### config.mk
export PLATFORM = sky130hd
export DESIGN_NAME = ssd_capture_flat
export DESIGN_NICKNAME = d
export VERILOG_FILES = /design/src/rtl/ssd_capture_if.sv /design/src/rtl/ssd_capture.sv /design/src/flat_wrapper.sv
export SDC_FILE = /design/constraint.sdc
export NUM_CORES = 1
export LEC_CHECK = 0
export BUFFER_PORTS_ARGS = -buffer_cell sky130_fd_sc_hd__buf_2
export CAP_MARGIN = 40
export CORE_UTILIZATION = 50
export CTS_CLUSTER_SIZE = 16
export DETAILED_ROUTE_END_ITERATION = 10
export PLACE_DENSITY_LB_ADDON = 0.05
export RECOVER_POWER = 100
export SLEW_MARGIN = 30
export SYNTH_ARGS = -nofsm -noshare
export SYNTH_HDL_FRONTEND = slang
export SYNTH_SLANG_ARGS = --single-unit
### constraint.sdc
create_clock -name clk -period 4.05 [get_ports clk]
set_clock_uncertainty 0.2 [all_clocks]
set_input_delay 0.405 -clock clk [delete_from_list [all_inputs] [get_ports clk]]
set_output_delay 0.405 -clock clk [all_outputs]
set_load 0.01 [all_outputs]
### src/rtl/ssd_capture_if.sv
// Signal bundle between a seven-segment scan source and the capture block.
// The master drives the scanned buses; the slave returns the rebuilt frame.
interface ssd_capture_if;
    logic [3:0]  ctl;
    logic [7:0]  ssd_out;
    logic [31:0] digits;
    logic [15:0] hex;
    logic [3:0]  hex_ok;
    logic [3:0]  dp;
    logic        frame_done;
    logic        stale;
    logic        err_ctl;

    modport master (
        output ctl, ssd_out,
        input  digits, hex, hex_ok, dp, frame_done, stale, err_ctl
    );

    modport slave (
        input  ctl, ssd_out,
        output digits, hex, hex_ok, dp, frame_done, stale, err_ctl
    );
endinterface

### src/rtl/ssd_capture.sv
// Rebuilds the four digits of a multiplexed seven-segment display from its
// anode-select and segment buses, decoding each settled slot to hex.
module ssd_capture #(
    parameter int STABLE_CYCLES  = 4,
    parameter int TIMEOUT_CYCLES = 100000
) (
    input  logic          clk,
    input  logic          rst,
    ssd_capture_if.slave  bus
);
    // state   | meaning
    // IDLE    | no frame in progress, stale asserted
    // COLLECT | at least one legal slot captured, seen accumulating
    typedef enum logic {IDLE, COLLECT} state_t;

    localparam logic [7:0]  STABLE_C  = 8'(STABLE_CYCLES);
    localparam logic [7:0]  STABLE_M1 = 8'(STABLE_CYCLES - 1);
    localparam logic [23:0] TOUT_M1   = 24'(TIMEOUT_CYCLES - 1);

    state_t      state_q, state_d;
    logic [11:0] smp_q, smp_d;
    logic [7:0]  cnt_q, cnt_d;
    logic [23:0] tout_q, tout_d;
    logic [3:0]  seen_q, seen_d;
    logic [31:0] digits_q, digits_d;
    logic [15:0] hex_q, hex_d;
    logic [3:0]  hex_ok_q, hex_ok_d;
    logic [3:0]  dp_q, dp_d;
    logic        frame_done_q, frame_done_d;
    logic        stale_q, stale_d;
    logic        err_ctl_q, err_ctl_d;

    logic [11:0] in_w;
    logic        same;
    logic        capture;
    logic        legal;
    logic        blank;
    logic [1:0]  pos;
    logic [4:0]  dec;
    logic        legal_cap;

    // Returns {match, nibble}; unmatched patterns decode to nibble 0.
    function automatic logic [4:0] seg_decode(input logic [6:0] p);
        logic [4:0] r;
        case (p)
            7'b0000001: r = {1'b1, 4'h0};
            7'b1001111: r = {1'b1, 4'h1};
            7'b0010010: r = {1'b1, 4'h2};
            7'b0000110: r = {1'b1, 4'h3};
            7'b1001100: r = {1'b1, 4'h4};
            7'b0100100: r = {1'b1, 4'h5};
            7'b0100000: r = {1'b1, 4'h6};
            7'b0001111: r = {1'b1, 4'h7};
            7'b0000000: r = {1'b1, 4'h8};
            7'b0000100: r = {1'b1, 4'h9};
            7'b0001000: r = {1'b1, 4'hA};
            7'b1100000: r = {1'b1, 4'hB};
            7'b0110001: r = {1'b1, 4'hC};
            7'b1000010: r = {1'b1, 4'hD};
            7'b0110000: r = {1'b1, 4'hE};
            7'b0111000: r = {1'b1, 4'hF};
            default:    r = 5'b0;
        endcase
        return r;
    endfunction

    always_comb begin
        in_w    = {bus.ctl, bus.ssd_out};
        same    = (in_w == smp_q);
        capture = same && (cnt_q == STABLE_M1);
        dec     = seg_decode(bus.ssd_out[7:1]);

        legal = 1'b0;
        blank = 1'b0;
        pos   = 2'd0;
        case (bus.ctl)
            4'b1110: begin legal = 1'b1; pos = 2'd0; end
            4'b1101: begin legal = 1'b1; pos = 2'd1; end
            4'b1011: begin legal = 1'b1; pos = 2'd2; end
            4'b0111: begin legal = 1'b1; pos = 2'd3; end
            4'b1111: blank = 1'b1;
            default: ;
        endcase
        legal_cap = capture && legal;

        smp_d        = in_w;
        cnt_d        = 8'd0;
        state_d      = state_q;
        tout_d       = tout_q;
        seen_d       = seen_q;
        digits_d     = digits_q;
        hex_d        = hex_q;
        hex_ok_d     = hex_ok_q;
        dp_d         = dp_q;
        frame_done_d = 1'b0;
        stale_d      = stale_q;
        err_ctl_d    = capture && !legal && !blank;

        if (same) begin
            cnt_d = (cnt_q == STABLE_C) ? cnt_q : cnt_q + 8'd1;
        end

        if (state_q == COLLECT) begin
            if (seen_q == 4'b1111) begin
                frame_done_d = 1'b1;
                seen_d       = 4'b0000;
            end
            // A capture on the timeout edge cancels the timeout entirely.
            if (tout_q == TOUT_M1 && !legal_cap) begin
                state_d = IDLE;
                stale_d = 1'b1;
                seen_d  = 4'b0000;
                tout_d  = 24'd0;
            end else begin
                tout_d = tout_q + 24'd1;
            end
        end

        if (legal_cap) begin
            digits_d[{pos, 3'b000} +: 8] = bus.ssd_out;
            hex_d[{pos, 2'b00} +: 4]     = dec[3:0];
            hex_ok_d[pos]                = dec[4];
            dp_d[pos]                    = ~bus.ssd_out[0];
            seen_d[pos]                  = 1'b1;
            tout_d                       = 24'd0;
            state_d                      = COLLECT;
            stale_d                      = 1'b0;
        end
    end

    always_ff @(posedge clk or posedge rst) begin
        if (rst) begin
            state_q      <= IDLE;
            smp_q        <= 12'hFFF;
            cnt_q        <= 8'd0;
            tout_q       <= 24'd0;
            seen_q       <= 4'b0000;
            digits_q     <= 32'hFFFF_FFFF;
            hex_q        <= 16'h0000;
            hex_ok_q     <= 4'b0000;
            dp_q         <= 4'b0000;
            frame_done_q <= 1'b0;
            stale_q      <= 1'b1;
            err_ctl_q    <= 1'b0;
        end else begin
            state_q      <= state_d;
            smp_q        <= smp_d;
            cnt_q        <= cnt_d;
            tout_q       <= tout_d;
            seen_q       <= seen_d;
            digits_q     <= digits_d;
            hex_q        <= hex_d;
            hex_ok_q     <= hex_ok_d;
            dp_q         <= dp_d;
            frame_done_q <= frame_done_d;
            stale_q      <= stale_d;
            err_ctl_q    <= err_ctl_d;
        end
    end

    assign bus.digits     = digits_q;
    assign bus.hex        = hex_q;
    assign bus.hex_ok     = hex_ok_q;
    assign bus.dp         = dp_q;
    assign bus.frame_done = frame_done_q;
    assign bus.stale      = stale_q;
    assign bus.err_ctl    = err_ctl_q;
endmodule

### src/flat_wrapper.sv
// flat-port wrapper written by rule: the top's interface ports become plain ports
module ssd_capture_flat 
#(
    parameter int STABLE_CYCLES  = 4,
    parameter int TIMEOUT_CYCLES = 100000
)
  (clk, rst, bus_ctl, bus_ssd_out, bus_digits, bus_hex, bus_hex_ok, bus_dp, bus_frame_done, bus_stale, bus_err_ctl);
  ssd_capture_if bus_i ();
  input  logic clk;
  input  logic rst;
  input wire logic [$bits(bus_i.ctl)-1:0] bus_ctl;
  input wire logic [$bits(bus_i.ssd_out)-1:0] bus_ssd_out;
  output wire logic [$bits(bus_i.digits)-1:0] bus_digits;
  output wire logic [$bits(bus_i.hex)-1:0] bus_hex;
  output wire logic [$bits(bus_i.hex_ok)-1:0] bus_hex_ok;
  output wire logic [$bits(bus_i.dp)-1:0] bus_dp;
  output wire logic [$bits(bus_i.frame_done)-1:0] bus_frame_done;
  output wire logic [$bits(bus_i.stale)-1:0] bus_stale;
  output wire logic [$bits(bus_i.err_ctl)-1:0] bus_err_ctl;
  assign bus_i.ctl = bus_ctl;
  assign bus_i.ssd_out = bus_ssd_out;
  assign bus_digits = bus_i.digits;
  assign bus_hex = bus_i.hex;
  assign bus_hex_ok = bus_i.hex_ok;
  assign bus_dp = bus_i.dp;
  assign bus_frame_done = bus_i.frame_done;
  assign bus_stale = bus_i.stale;
  assign bus_err_ctl = bus_i.err_ctl;
  ssd_capture #(.STABLE_CYCLES(STABLE_CYCLES), .TIMEOUT_CYCLES(TIMEOUT_CYCLES)) u_core (.clk(clk), .rst(rst), .bus(bus_i));
endmodule
== Yosys cells after proc, flatten, opt, wreduce, memory -nomap -nowiden ==
Cells that the tools add are included.
W data, S select, Z words.

* Latch bits: 0
* Bits in read-only memories: 0
* RAM bits: 0
* Logic and storage cells: 91
* Bits in registers: 108
* Output and inout port bits: 59
* Memories kept: 0

* Reductions and logical operators: 14
* Add/sub/neg operators: 4
* Shift-type cells: 4
* $lt $le $gt $ge: 2
* Bitwise gates (word level): 2
* Multiply operators: 0
* Muxes and demuxes: 27
* Div/mod/pow operators: 0
* Equality and inequality tests: 26

{| class="wikitable"
|+ Operators with widths
! cell !! number
|-
| $pmux W5 S16 || 1
|-
| $mux W24 || 3
|-
| $eq A7 B6 Y1 const B || 5
|-
| $bwmux W32 || 1
|-
| $shift A8 B7 Y32 const A || 1
|-
| $shiftx A8 B7 Y32 || 1
|-
| $eq A7 B7 Y1 const B || 4
|-
| $add A24 B1 Y24 const B || 1
|-
| $eq A24 B17 Y1 const B || 1
|-
| $eq A4 B4 Y1 const B || 5
|-
| $bwmux W16 || 1
|-
| $mux W4 || 4
|-
| $mux W8 || 2
|-
| $shift A4 B6 Y16 const A || 1
|-
| $shiftx A4 B6 Y16 || 1
|-
| $eq A7 B3 Y1 const B || 2
|-
| $eq A7 B4 Y1 const B || 2
|-
| $eq A12 B12 Y1 || 1
|-
| $mux W1 || 11
|-
| $add A8 B1 Y8 const B || 1
|-
| $bwmux W4 || 2
|-
| $eq A8 B2 Y1 const B || 1
|-
| $eq A8 B3 Y1 const B || 1
|-
| $eq A7 B1 Y1 const B || 1
|-
| other kinds (17) || 25
|}

== Depth between registers and ports, before layout ==
* Depth in word-level cells: 10
* Depth in mapped cells: 9
* Depth with buffers taken out: 8

== Worst setup path before layout ==
Ideal clock, no wire load.

* Path kind: input to register
* Start: in bus_ctl[3]
* End: reg u_core.hex_q[4] (netlist: u_core.bus.hex[4])
* Arrival time: 2.233 ns
* Buffers on the path: 2
* Path slack: 1.539 ns
* Stages: 8
* Library setup time: 0.078 ns
* Cell sequence: buf_2 -> xor2_1 -> nand3_1 -> clkbuf_1 -> ha_1 -> nor3_1 -> nand2_1 -> o2bb2ai_1

* Word-level cells in the longest chain between the ends: 5

{| class="wikitable"
|+ RTL lines
! what !! RTL line !! text
|-
| start, declared || flat_wrapper.sv:11 || <nowiki>input wire logic [$bits(bus_i.ctl)-1:0] bus_ctl;</nowiki>
|-
| $eq A4 B3 Y1 / $eq A4 B4 Y1 (equally long branches) || ssd_capture.sv:76 || <nowiki>case (bus.ctl)</nowiki>
|-
| $pmux W2 S3 || ssd_capture.sv:76 ||
|-
| $neg A4 Y6 || ssd_capture.sv:121 || <nowiki>hex_d[{pos, 2'b00} +: 4] = dec[3:0];</nowiki>
|-
| $shiftx A4 B6 Y16 / $shift A4 B6 Y16 (equally long branches) || ssd_capture.sv:121 ||
|-
| $bwmux W16 || ssd_capture.sv:121 ||
|-
| end signal, assigned || ssd_capture.sv:139 || <nowiki>hex_q <= 16'h0000;</nowiki>
|-
| end signal, assigned || ssd_capture.sv:152 || <nowiki>hex_q <= hex_d;</nowiki>
|-
| end, declared || ssd_capture.sv:26 || <nowiki>logic [15:0] hex_q, hex_d;</nowiki>
|}

Several ways; a longest one is shown, not always the timed one.
A chain may end at the register's enable or synchronous reset.

== Final worst setup path ==
* Start: in bus_ctl[1]
* End: reg u_core.digits_q[12] (netlist: u_core.bus.digits[12])

* Word-level cells in the longest chain between the ends: 5

{| class="wikitable"
|+ RTL lines
! what !! RTL line !! text
|-
| $eq A4 B3 Y1 / $eq A4 B4 Y1 (equally long branches) || ssd_capture.sv:76 ||
|-
| $pmux W2 S3 || ssd_capture.sv:76 ||
|-
| $neg A5 Y7 || ssd_capture.sv:120 || <nowiki>digits_d[{pos, 3'b000} +: 8] = bus.ssd_out;</nowiki>
|-
| $shiftx A8 B7 Y32 / $shift A8 B7 Y32 (equally long branches) || ssd_capture.sv:120 ||
|-
| $bwmux W32 || ssd_capture.sv:120 ||
|-
| end signal, assigned || ssd_capture.sv:151 || <nowiki>digits_q <= digits_d;</nowiki>
|-
| end, declared || ssd_capture.sv:25 || <nowiki>logic [31:0] digits_q, digits_d;</nowiki>
|}

Several ways; a longest one is shown, not always the timed one.

==> flow_summary.ini <==
[cells_and_area]
design_area_um2 = 6140
diodes = 0
syn2layout_area_growth_pct = 10.6
final_cell_mix = dfrtp_1, clkbuf_1, nor2_1
final_nets = 617
layout_commonest_cell = dfrtp_1
final_cells = 737
final_layout_size_suffix_gt1_share_pct = 13.9

[detailed_routing]
drt_iter0_markers = 211
drc = 0
ant_nets = 0
num_vias = 4147
avgRoutedWirePerCell_um = 17.3
viasPerCell = 5.63
firstDrtPassIters = 4
drt-total-wl_mm = 12.7

[sta]
slew_viol_final = 0
finalSetupViolations = 0
hold_viol = 0
hold_ws_ps = 195
period_minus_slack_ps = 3240
grt_setup_unrepaired = no
slew_headroom_pct = 19.5
setup_tns_ps = 0
max_clock_freq_mhz = 309
post-route-period-util_pct = 80.0
tightest_slew_ps = 1210

[logic_synthesis]
netlist.area_leader.share_pct = 28.4
synth_nets = 546
yosys-top-cells-area = dfrtp_1, dfstp_2, xor2_1
synth-seq-cells = 108
syn_area_per_cell_um2 = 10.6
syn_inst = 521
seq_area_frac_synth_pct = 49.7
synth_area_leader_cell = dfrtp_1
async_reset_ff_share_pct = 100
netlist_area_um2 = 5550
ys_warn_count = 0
synthDistinctLibCells = 55
ys.flop_type = dfrtp_1
synth_edf_count = 0

[critical_path]
endpoint_kind = register
max_stage_delay_ps = 550
cp-start-kind = input port
cp_cell_sequence = dlygate4sd3_1 -> clkbuf_1 -> xor2_1 -> nand3_1 -> ha_1 -> nor3_1 -> clkbuf_1 -> nand2_1 -> mux2i_1
r2r_start = u_core.tout_q[6]$_DFFE_PP0P_
crit_required_ps = 4160
timing.critical_path.mode_cell = clkbuf_1
reg2reg_slack_ps = 1390
cp-startpoint = bus_ctl[1]
cp.arrival_ps = 3350
critical_path_class = input port to register
cp_slowest_cell = ha_1
cp_max_fo = 18

[placed_design]
hpwl_mm = 9.00
dp_cells = 716
gp_congestion = 0.812
dpl_cell_area_um2 = 6030
io_buffers = 72

[global_route]
grt_max_degree = 50
grt_overflow = 0
grtUsageTotal_pct = 24.2
first_global_vias = 4150
grt_pass1_wl_mm = 21.3
antenna_found_initial = 0

[power]
p_comb_share_pct = 6.4
internal_power_uw = 1470
leakagePower_uw = 0.00278
power_density_nw_per_um2 = 316
p_switching_uw = 471
p_clk_share_pct = 37.2
sw_frac_of_total_pct = 24.3
seq_power_share_pct = 56.4
ir_drop_mv = 0.181

[worst_hold_path]
hold_class = input port to register
hp-start = bus_ssd_out[0]

[cts]
clockBufferDepth = 2
cts-root-buf = clkbuf_8
cts_tree = built
clk-insertion-delay-late_ps = 390
cts_sinks = 108
htree_levels = 3
clkTransAtPathRegs_ps = 100
cts_resized = 0
cts_buffers = 9

[floorplan]
dieWidth_um = 107
die_h_um = 107
ios = 73
initial_core_util_pct = 51.2
die-area_um2 = 11500
rows = 38
coreArea_um2 = 10800

[flow_run]
maxCapViolations = 0

[run_status]
status = finished, final reports clean
==> state kept, by name, indices dropped and copies added, names as in the netlist <==
| name | cells |
|---|---|
| u_core.bus.digits | 32 |
| u_core.bus.dp | 4 |
| u_core.bus.err_ctl | 1 |
| u_core.bus.frame_done | 1 |
| u_core.bus.hex | 16 |
| u_core.bus.hex_ok | 4 |
| u_core.bus.stale | 1 |
| u_core.cnt_q | 8 |
| u_core.seen_q | 4 |
| u_core.smp_q | 12 |
| u_core.state_q | 1 |
| u_core.tout_q | 24 |
==> kinds of logic after synthesis <==
kind of cell               after synthesis  synth area share (%)
AOI/OAI and AO/OA                       54                  7.01
xor gates and xnor gates                39                  6.16
adders and majority gates               11                  2.48
buffers and inverters                   53                  4.13
DFF                                    108                  49.7
muxes                                   44                  9.34
and+or+nand+nor                        212                  21.2
==> cells in the mapped netlist, types with 13 or more instances <==
master and count:
dfstp_2 45, clkbuf_1 14, dfrtp_1 63, nand3_1 22, nand4_1 17, inv_1 30
mux2i_1 21, nand2_1 41, xor2_1 28, and3_1 18, mux2_4 13, nor2_1 57
==> area by class of cell <==
| cell class | count | area [um2] |
|---|---|---|
| clock buffer | 12 | 166 |
| clock inverter | 4 | 53.8 |
| fill | 965 | 4700 |
| inverter | 30 | 114 |
| multi-input combinational | 360 | 2500 |
| sequential | 108 | 2760 |
| tap | 140 | 175 |
| timing repair buffer | 83 | 368 |
==> timing repair <==
action,4_1_cts,5_1_grt
endpoints found under the setup margin,0,0
buffers inserted,0,0
endpoints found under the hold margin,19,0
hold buffers,5,0
==> per-layer routing <==
metal  global-route usage, %  vias up  part of all wire (%)
li1                        -     1975                     -
met3                    3.69       16                   2.7
met4                    10.6        0                   2.2
met1                    31.8     2084                    45
met5                       0        -                     0
met2                    39.8       72                    50
==> stage by stage <==
stage                     setup WS (ps)  total power [uW]  utilization (%)
after floorplan                     674              1200                -
after global placement             1250              1230             55.3
after detailed placement           1140              1240             55.7
after CTS                          1030              1970             58.2
after global routing                482              2020             56.6
final                               811              1940             56.6
==> critical path: cells and delay by family <==
kind	cells	cell delay [ps]
simple gates	3	810
xor+xnor	1	180
buf+inv	3	1200
fa+ha+maj	1	550
mux	1	190
==> power groups by stage <==
stage / sequential [uW] / clock (uW) / combinational, uW
floorplan: 1110 / 0 / 86.3
global placement: 1110 / 0 / 122
detailed placement: 1110 / 0 / 129
CTS: 1090 / 740 / 133
global route: 1090 / 782 / 140
finish: 1090 / 721 / 125
==> final timing paths <==
path / cells after the start / end
worst max-delay path: 9 / u_core.bus.digits[12]$_DFFE_PP1P_
worst min-delay path: 1 / u_core.smp_q[0]$_DFF_PP1_
worst max register to register: 6 / u_core.tout_q[15]$_DFFE_PP0P_
worst min register to register: 2 / u_core.bus.stale$_DFFE_PP1P_
max in group asynchronous: 5 / u_core.smp_q[3]$_DFF_PP1_
min in group asynchronous: 3 / u_core.tout_q[23]$_DFFE_PP0P_
(Power assumes the default switching activity.)
